[config.mk]
export PLATFORM = sky130hd
export DESIGN_NAME = uart_rx_frame
export DESIGN_NICKNAME = d
export VERILOG_FILES = /design/src/rtl/uart_rx_frame.sv
export SDC_FILE = /design/constraint.sdc
export NUM_CORES = 1
export LEC_CHECK = 0
export BUFFER_PORTS_ARGS = -buffer_cell sky130_fd_sc_hd__buf_2
export CELL_PAD_IN_SITES_DETAIL_PLACEMENT = 1
export CELL_PAD_IN_SITES_GLOBAL_PLACEMENT = 1
export CORE_AREA = 2 2 76 78
export CTS_CLUSTER_DIAMETER = 80
export DETAILED_ROUTE_END_ITERATION = 10
export DIE_AREA = 0 0 78 80
export PLACE_DENSITY = 0.73
export SLEW_MARGIN = 10
export SYNTH_ARGS = -nofsm -noshare
export SYNTH_HDL_FRONTEND = slang
export SYNTH_SLANG_ARGS = --single-unit
[constraint.sdc]
create_clock -name i_SysClock -period 2.2 [get_ports i_SysClock]
set_input_delay 0.11 -clock i_SysClock [delete_from_list [all_inputs] [get_ports i_SysClock]]
set_output_delay 0.11 -clock i_SysClock [all_outputs]
set_load 0.02 [all_outputs]
[src/rtl/uart_rx_frame.sv]
// uart_rx_frame -- parametrised UART receiver.
//   Data width, parity and stop-bit count are parameters; each bit is the 3-sample
//   majority around mid-bit. Line errors are reported as single-cycle pulses per
//   frame, and good frames land in a ready/valid output register.
//   Optional macro UART_RX_BREAK_DETECT_EN adds o_Break: an all-zero frame is
//   reported as a break instead of a framing error.
module uart_rx_frame #(
  parameter int SYS_CLOCK     = 50000000,
  parameter int UART_BAUDRATE = 115200,
  parameter int DATA_BITS     = 8,
  parameter int PARITY        = 0,
  parameter int STOP_BITS     = 1
) (
  input  logic                 i_SysClock,
  input  logic                 i_ResetN,
  input  logic                 i_RxSerial,
  output logic [DATA_BITS-1:0] o_RxByte,
  output logic                 o_RxValid,
  input  logic                 i_RxReady,
  output logic                 o_RxDone,
  output logic                 o_ParityErr,
  output logic                 o_FrameErr,
  output logic                 o_Overrun
`ifdef UART_RX_BREAK_DETECT_EN
  ,
  output logic                 o_Break
`endif
);

  localparam int unsigned CLKS_PER_BIT = SYS_CLOCK / UART_BAUDRATE;
  localparam int unsigned CNT_W        = $clog2(CLKS_PER_BIT);
  localparam int unsigned HALF         = CLKS_PER_BIT / 2;

  localparam logic [CNT_W-1:0] C_LAST = CNT_W'(CLKS_PER_BIT - 1);
  localparam logic [CNT_W-1:0] C_SA   = CNT_W'(HALF - 1);
  localparam logic [CNT_W-1:0] C_SB   = CNT_W'(HALF);
  localparam logic [CNT_W-1:0] C_SC   = CNT_W'(HALF + 1);

  localparam logic [3:0] C_DATA_LAST = 4'(DATA_BITS - 1);
  localparam logic [3:0] C_STOP_LAST = 4'(STOP_BITS - 1);

  localparam logic [2:0] S_IDLE      = 3'd0;
  localparam logic [2:0] S_START     = 3'd1;
  localparam logic [2:0] S_DATA      = 3'd2;
  localparam logic [2:0] S_PARITY    = 3'd3;
  localparam logic [2:0] S_STOP      = 3'd4;
  localparam logic [2:0] S_WAIT_IDLE = 3'd5;

  logic                 r_RxMeta;
  logic                 r_RxSync;
  logic [1:0]           r_SyncPrimed;
  logic                 r_Armed;
  logic [2:0]           r_State;
  logic [CNT_W-1:0]     r_ClkCnt;
  logic [3:0]           r_BitIdx;
  logic [1:0]           r_Samp;
  logic [DATA_BITS-1:0] r_Shift;
  logic                 r_ParAcc;
  logic                 r_ParBit;
  logic                 r_StopOk;

  logic w_Rx;
  logic w_StartDetect;
  logic w_SampA;
  logic w_SampB;
  logic w_SampC;
  logic w_Vote;
  logic w_Complete;
  logic w_StopOkFinal;
  logic w_ParityOk;
  logic w_FrameBad;
  logic w_ParBad;
  logic w_Good;
  logic w_Deliver;
  logic w_Break;

  assign w_Rx          = r_RxSync;
  assign w_StartDetect = (r_State == S_IDLE) && r_Armed && !w_Rx;
  assign w_SampA       = (r_ClkCnt == C_SA);
  assign w_SampB       = (r_ClkCnt == C_SB);
  assign w_SampC       = (r_ClkCnt == C_SC);
  assign w_Vote        = (r_Samp[0] & r_Samp[1]) | (r_Samp[0] & w_Rx) | (r_Samp[1] & w_Rx);

  // Completion is evaluated on the third sample of the last stop bit, so the
  // result pulses appear one clock after that sample.
  assign w_Complete    = (r_State == S_STOP) && w_SampC && (r_BitIdx == C_STOP_LAST);
  assign w_StopOkFinal = r_StopOk & w_Vote;
  assign w_ParityOk    = (PARITY == 1) ? (r_ParAcc ^ r_ParBit) : ~(r_ParAcc ^ r_ParBit);
  assign w_FrameBad    = w_Complete && !w_StopOkFinal;
  assign w_ParBad      = w_Complete && w_StopOkFinal && (PARITY != 0) && !w_ParityOk;
  assign w_Good        = w_Complete && w_StopOkFinal && !w_ParBad;
  assign w_Deliver     = w_Good && (!o_RxValid || i_RxReady);

  // Two-flop synchroniser; the primed flag marks when the synced line carries real data
  always_ff @(posedge i_SysClock or negedge i_ResetN) begin
    if (!i_ResetN) begin
      r_RxMeta     <= 1'b1;
      r_RxSync     <= 1'b1;
      r_SyncPrimed <= 2'b00;
    end else begin
      r_RxMeta     <= i_RxSerial;
      r_RxSync     <= r_RxMeta;
      r_SyncPrimed <= {r_SyncPrimed[0], 1'b1};
    end
  end

  // Receive FSM with bit-period counter, sample capture and frame datapath
  always_ff @(posedge i_SysClock or negedge i_ResetN) begin
    if (!i_ResetN) begin
      r_Armed  <= 1'b0;
      r_State  <= S_IDLE;
      r_ClkCnt <= '0;
      r_BitIdx <= '0;
      r_Samp   <= '0;
      r_Shift  <= '0;
      r_ParAcc <= 1'b0;
      r_ParBit <= 1'b0;
      r_StopOk <= 1'b1;
    end else begin
      // A start is accepted only after a genuine high level has been seen
      if (r_SyncPrimed[1] && w_Rx) begin
        r_Armed <= 1'b1;
      end

      if (r_State != S_IDLE && r_State != S_WAIT_IDLE) begin
        r_ClkCnt <= (r_ClkCnt == C_LAST) ? '0 : r_ClkCnt + CNT_W'(1);
        if (w_SampA) begin
          r_Samp[0] <= w_Rx;
        end
        if (w_SampB) begin
          r_Samp[1] <= w_Rx;
        end
      end

      case (r_State)
        S_IDLE: begin
          r_ClkCnt <= '0;
          if (w_StartDetect) begin
            // The detection cycle is count 0 of the start bit
            r_State  <= S_START;
            r_ClkCnt <= CNT_W'(1);
            r_Armed  <= 1'b0;
            r_BitIdx <= '0;
            r_ParAcc <= 1'b0;
            r_ParBit <= 1'b0;
            r_StopOk <= 1'b1;
          end
        end
        S_START: begin
          if (w_SampC) begin
            if (!w_Vote) begin
              r_State <= S_DATA;
            end else begin
              r_State  <= S_IDLE;
              r_ClkCnt <= '0;
            end
          end
        end
        S_DATA: begin
          if (w_SampC) begin
            r_Shift  <= {w_Vote, r_Shift[DATA_BITS-1:1]};
            r_ParAcc <= r_ParAcc ^ w_Vote;
            if (r_BitIdx == C_DATA_LAST) begin
              r_BitIdx <= '0;
              r_State  <= (PARITY != 0) ? S_PARITY : S_STOP;
            end else begin
              r_BitIdx <= r_BitIdx + 4'd1;
            end
          end
        end
        S_PARITY: begin
          if (w_SampC) begin
            r_ParBit <= w_Vote;
            r_State  <= S_STOP;
          end
        end
        S_STOP: begin
          if (w_SampC) begin
            if (r_BitIdx == C_STOP_LAST) begin
              // Leave at mid-bit so a back-to-back start edge is not missed
              r_State  <= w_StopOkFinal ? S_IDLE : S_WAIT_IDLE;
              r_ClkCnt <= '0;
              r_BitIdx <= '0;
            end else begin
              r_StopOk <= w_StopOkFinal;
              r_BitIdx <= r_BitIdx + 4'd1;
            end
          end
        end
        S_WAIT_IDLE: begin
          if (w_Rx) begin
            r_State <= S_IDLE;
          end
        end
        default: begin
          r_State  <= S_IDLE;
          r_ClkCnt <= '0;
        end
      endcase
    end
  end

`ifdef UART_RX_BREAK_DETECT_EN
  logic r_AnyOne;

  assign w_Break = w_FrameBad && !(r_AnyOne | w_Vote);

  // Track whether any data, parity or stop sample of the frame was 1
  always_ff @(posedge i_SysClock or negedge i_ResetN) begin
    if (!i_ResetN) begin
      r_AnyOne <= 1'b0;
      o_Break  <= 1'b0;
    end else begin
      o_Break <= w_Break;
      if (w_StartDetect) begin
        r_AnyOne <= 1'b0;
      end else if (w_SampC && w_Vote &&
                   (r_State == S_DATA || r_State == S_PARITY || r_State == S_STOP)) begin
        r_AnyOne <= 1'b1;
      end
    end
  end
`else
  assign w_Break = 1'b0;
`endif

  // Output register, handshake and per-frame result pulses
  always_ff @(posedge i_SysClock or negedge i_ResetN) begin
    if (!i_ResetN) begin
      o_RxByte    <= '0;
      o_RxValid   <= 1'b0;
      o_RxDone    <= 1'b0;
      o_ParityErr <= 1'b0;
      o_FrameErr  <= 1'b0;
      o_Overrun   <= 1'b0;
    end else begin
      o_RxDone    <= w_Deliver;
      o_Overrun   <= w_Good && o_RxValid && !i_RxReady;
      o_ParityErr <= w_ParBad;
      o_FrameErr  <= w_FrameBad && !w_Break;
      if (w_Deliver) begin
        o_RxByte  <= r_Shift;
        o_RxValid <= 1'b1;
      end else if (i_RxReady) begin
        o_RxValid <= 1'b0;
      end
    end
  end

endmodule

==> flow_summary.yaml, run 1 <==
final_layout:
  ff_latch_area_um2: 1100
  n_antenna_cell: 0
  fillers: 617
  final_nets: 241
  final_cell_mix: "41 x dfrtp_1, 20 x nor2_1, 19 x mux2_2, 15 x buf_2, 14 x buf_4"
  final_util_pct: 46.6
  final_common_cell: "dfrtp_1"
  drive_above_1_share_pct: 28.1
  layout-area-overhead-vs-synth_pct: 15.7
  multiInputGateArea_um2: 1020
cts:
  worstSkewPairLatency_ps: 300
  path_clk_slew_ps: 80
  cts_max_level: 2
  post_cts_buffers: 0
  cts-buffers-inserted: 5
  cts_root_buf: "clkbuf_8"
  cts_buffer_depth: 2
  cts_tree: "yes"
  clock-sinks: 44
floorplanning:
  die_h_um: 80
  dieArea_um2: 6240
  die_width_um: 78
  row_count: 27
  io-pin-count: 17
  start_util_pct: 40.3
  fp.coreArea_um2: 5410
yosys:
  yosysWarnings: 0
  netlist_instances: 201
  synthMuxAreaShare_pct: 9.82
  syn_area_um2: 2180
  synth_xor_area_share_pct: 3.21
  synth_top_family_by_area: "simple AND/OR/NAND/NOR gates"
  avgSynthCellArea_um2: 10.8
  synthAdderAreaFrac_pct: 3.44
  synth-simple-area-share_pct: 17.8
  synth-main-ff-cell: "dfrtp_1"
  mappedNetlistNets: 211
  seq_area_frac_synth_pct: 50.7
  synth_compound_area_share_pct: 11.9
  ys_seq_elements: 44
  ys_async_sr_fraction_pct: 100
  ys_types: 46
  synth_edf_count: 0
sta:
  rsz0062_at_grt: "no"
  tns_ps: 0
  hold_violations: 0
  fmax_mhz: 478
  slew_violations: 0
  setup_viol_count_final: 0
  fin_crit_sh_pct: 95.1
  fin_worst_skew_ps: 7.81
  fin_crit_ps: 2090
setup_path:
  crit_path_end_kind: "flip-flop"
  startpoint: "r_ClkCnt[5]"
  cp.required_ps: 2390
  path_class: "flip-flop to flip-flop"
  regToRegStartpoint: "r_ClkCnt[5]"
  path_cells: "nand4bb_4, or3_4, or3_1, mux2_2"
  r2r_cells: 4
  r2r_setup_slack_ps: 110
  worstReg2RegEnd: "r_Shift[1]"
  crit_fanout: 8
  critPathMaxStageDelay_ps: 520
  cp-start-kind: "flip-flop"
  cp_slowest_cell: "or3_1"
  arrival_ps: 2280
  crit_end: "r_Shift[1]"
route:
  wl_per_cell_um: 15.4
  drc: 0
  drt_iter0_markers: 80
  routed_wl_mm: 4.67
  vias_per_cell: 5.28
  ant_nets: 0
  vias: 1599
  first_pass_iters: 4
place:
  io_buffers: 15
  hpwl_mm: 3.51
  gp_congestion: 0.762
power:
  leakage_nw: 1.17
  pwr_density_cell_nw_per_um2: 940
  p_total_w: 0.00237
  ir_drop_mv: 0.552
global_routing:
  antenna_found_initial: 0
  grt_max_degree: 33
  grt_pass1_wl_mm: 8.16
  grt_pass1_vias: 1694
  overflow: 0
  grt_usage_pct: 16.6
min_path:
  hold_path.class: "primary input to flip-flop"
  worstHoldPathCells: 3
flow_run:
  drv_cap: 0
outcome:
  outcome: "complete, no violations"
timing repair:
action                                 in CTS  in global routing
hold buffers                                2                  0
setup endpoints to repair                   0                  6
gates resized for setup                     0                  1
endpoints found under the hold margin      13                  0
worst max-delay path, delay by kind of cell, from the launching register on:
| kind | cells | cell delay (ps) |
|---|---|---|
| and+or+nand+nor | 3 | 1220 |
| DFF | 1 | 430 |
| muxes | 1 | 330 |
per-layer routing:
| layer | share of wire (%) | global-route usage [%] | vias to the layer above |
|---|---|---|---|
| li1 | - | - | 762 |
| met2 | 49 | 27.8 | 15 |
| met1 | 47 | 22.2 | 816 |
| met3 | 2.1 | 3.39 | 6 |
| met4 | 1.1 | 4.21 | 0 |
| met5 | 0 | 0 | - |
how the worst min path moves through the flow:
stage / start / end / slack (ps)
global route: i_RxReady / o_RxValid / 130
CTS: i_RxReady / o_Overrun / 100
global placement: i_ResetN / r_BitIdx[1] / 20
floorplan: i_ResetN / o_FrameErr / -190
detailed placement: i_ResetN / r_BitIdx[1] / 20
finish: i_RxReady / o_Overrun / 100
cells by family after synthesis:
group / Yosys count
compound gates: 40
xor+xnor: 8
fa+ha+maj: 6
buf+inv: 15
flops: 44
mux: 19
other cells: 2
simple gates: 67
stage by stage:
stage | setup WS (ps) | area, µm² | instances | hold WS [ps]
4_1_cts | 92.3 | 2520 | 303 | 103
2_1_floorplan | 131 | 2180 | 201 | -186
5_1_grt | 3.68 | 2520 | 303 | 132
3_5_place_dp | 102 | 2410 | 294 | 21.7
3_3_place_gp | 160 | 2410 | 294 | 24.2
6_report | 108 | 2520 | 303 | 96.8
sequential cells by signal (all words and copies together) (netlist names):
signal,cells
r_ClkCnt,9
o_RxByte,8
r_Shift,8
r_BitIdx,4
r_State,3
r_Samp,2
r_SyncPrimed,2
o_FrameErr,1
o_Overrun,1
o_RxDone,1
o_RxValid,1
r_Armed,1
r_RxMeta,1
r_RxSync,1
r_StopOk,1
power breakdown:
group	switching, W	leakage (nW)	internal [W]
registers	0.000115	0.588	0.000893
logic	0.000486	0.546	0.000384
clock network	0.000276	0.0400	0.000215
synth_stat cells (3+ instances only):
cell / number / area share (%)
nor2b_1: 3 / 0.86
nand3b_1: 3 / 1.0
or3_1: 3 / 0.86
nand3_1: 10 / 2.3
nand2b_1: 5 / 1.4
inv_1: 7 / 1.2
nand2_1: 9 / 1.5
a21oi_1: 10 / 2.3
xor2_1: 6 / 2.4
mux2_2: 19 / 9.8
dfstp_2: 3 / 3.6
o21ai_0: 11 / 2.5
nor2_1: 20 / 3.4
ha_1: 6 / 3.4
nor3_1: 3 / 0.69
dfrtp_1: 41 / 47
clkbuf_1: 5 / 0.86
o22ai_1: 4 / 1.1
area by class of cell:
| type | instances | share of cell area, % |
|---|---|---|
| clock buffers | 5 | 2.73 |
| clock inverters | 2 | 0.496 |
| inverters | 7 | 1.04 |
| multi-input cells | 142 | 40.4 |
| flip-flops and latches | 44 | 43.8 |
| well taps | 72 | 3.57 |
| repair buffers | 31 | 7.94 |
No activity file was read; power rests on OpenSTA's default activity.
==> run 2: changes to the inputs <==
Settings changed: CORE_AREA 2 2 76 78 to 2 2 92 94, CTS_BUF_LIST from default to sky130_fd_sc_hd__clkbuf_2, DIE_AREA 0 0 78 80 to 0 0 94 96, PLACE_DENSITY 0.73 to 0.53.
==> run 2 against run 1 <==
Global-route usage decreased by 5.3 points; combinational power increased by 3.3%; total power is 0.41% higher; flip-flop and latch count did not move; hold slack gained 97 ps; largest power group unchanged.
==> flow_summary.yaml, run 2 (synthesis gave the netlist of run 1 again) <==
outcome:
  outcome: "complete, no violations"
final_layout:
  largest_register_ffs: 9
  final_common_cell: "dfrtp_1"
  regMostFlops: "r_ClkCnt"
  n_antenna_cell: 0
  drive_above_1_share_pct: 31.6
  final_util_pct: 32.4
  reg.largest.list: "r_ClkCnt x9, o_RxByte x8, r_Shift x8"
  layout-area-overhead-vs-synth_pct: 19.8
  final_nets: 246
  final_cell_mix: "40 x dfrtp_1, 20 x nor2_1, 19 x mux2_2, 18 x buf_4, 15 x buf_2"
  fillers: 920
setup_path:
  cp.required_ps: 2530
  cp-start-kind: "flip-flop"
  regToRegStartpoint: "r_ClkCnt[5]"
  r2r_cells: 5
  worstReg2RegEnd: "o_RxByte[3]"
  r2r_setup_slack_ps: 100
  path_class: "flip-flop to flip-flop"
  arrival_ps: 2430
  crit_fanout: 8
  crit_path_end_kind: "flip-flop"
flow_run:
  drv_cap: 0
floorplanning:
  fp.coreArea_um2: 8050
  start_util_pct: 27.1
  die_h_um: 96
  die_width_um: 94
  io-pin-count: 17
  dieArea_um2: 9020
  row_count: 33
power:
  leakage_nw: 1.20
  ir_drop_mv: 0.249
  pwr_density_cell_nw_per_um2: 911
  p_total_w: 0.00238
sta:
  slew_headroom_pct: 57.2
  rsz0062_at_grt: "no"
  holdWs_ps: 194
  fmax_mhz: 476
  fin_worst_skew_ps: 15.3
  slew_violations: 0
  tightest_slew_ps: 642
  fin_crit_ps: 2100
  fin_crit_sh_pct: 95.5
  tns_ps: 0
  setup_viol_count_final: 0
  hold_violations: 0
route:
  vias: 1573
  first_pass_iters: 4
  drc: 0
  vias_per_cell: 4.60
  routed_wl_mm: 4.58
  wl_per_cell_um: 13.4
  drt_iter0_markers: 60
  ant_nets: 0
global_routing:
  antenna_found_initial: 0
  grt_pass1_vias: 1582
  grt_usage_pct: 11.3
  overflow: 0
  grt_pass1_wl_mm: 7.91
  grt_max_degree: 30
min_path:
  hold_path.class: "primary input to async pin"
place:
  io_buffers: 15
  gp_congestion: 0.769
  hpwl_mm: 3.46
cts:
  cts_tree: "yes"
  cts_root_buf: "clkbuf_2"
  path_clk_slew_ps: 250
  cts-buffers-inserted: 5
  cts_buffer_depth: 2
  worstSkewPairLatency_ps: 420
  cts_max_level: 2
  clock-sinks: 44
==> run 2: final cells by class <==
| cell class | instances | area (µm²) | area share (%) |
|---|---|---|---|
| Sequential cell | 44 | 1110 | 42.4 |
| Clock inverter | 3 | 46.3 | 1.77 |
| Tap cell | 105 | 131 | 5.03 |
| Timing Repair Buffer | 36 | 240 | 9.20 |
| Inverter | 7 | 26.3 | 1.01 |
| Clock buffer | 5 | 25.0 | 0.958 |
| Multi-Input combinational cell | 142 | 1040 | 39.7 |
==> run 2: metal layers <==
layer | wire, µm | vias up | track usage, %
met4 | 62 | 0 | 3.62
met5 | 0 | - | 0
li1 | - | 777 | -
met2 | 2060 | 15 | 17.9
met3 | 119 | 6 | 2.82
met1 | 2340 | 775 | 15.3
==> run 2: what timing repair did <==
item                                   4_1_cts  5_1_grt
endpoints found under the hold margin       30        0
hold buffers                                 3        0
buffers inserted                             0        1
setup endpoints to repair                    0       26
gates resized for setup                      0        6
==> run 2: worst max-delay path by stage <==
stage	from	endpoint	slack (ps)	cells after the start
2_1_floorplan	r_ClkCnt[0]	o_RxByte[0]	130	6
3_3_place_gp	r_ClkCnt[5]	r_Shift[7]	80	4
3_5_place_dp	r_ClkCnt[5]	r_Shift[3]	70	4
4_1_cts	r_ClkCnt[5]	r_Shift[3]	3	4
5_1_grt	r_ClkCnt[5]	o_RxByte[0]	2	5
6_report	r_ClkCnt[5]	o_RxByte[3]	100	5
==> run 2: metrics by stage <==
step           setup slack, ps  area, µm²  cells
2_1_floorplan              131       2180    201
5_1_grt                   1.93       2610    342
4_1_cts                   3.35       2580    341
6_report                  98.4       2610    342
3_5_place_dp              72.5       2480    330
3_3_place_gp              81.9       2480    330
==> run 2: worst max-delay path, cell delays in order, from the launching register on <==
cell and delay (ps):
dfrtp_2 490, nand4bb_4 260, or3_4 440, nor4_4 270, buf_4 210, mux2_2 340
==> run 2: report_power, final <==
| part | internal (W) | leakage (nW) | switching, W | total (W) |
|---|---|---|---|---|
| sequential | 0.000894 | 0.587 | 0.000103 | 0.000997 |
| combinational | 0.000392 | 0.575 | 0.000508 | 0.000900 |
| clock | 0.000196 | 0.0396 | 0.000287 | 0.000483 |
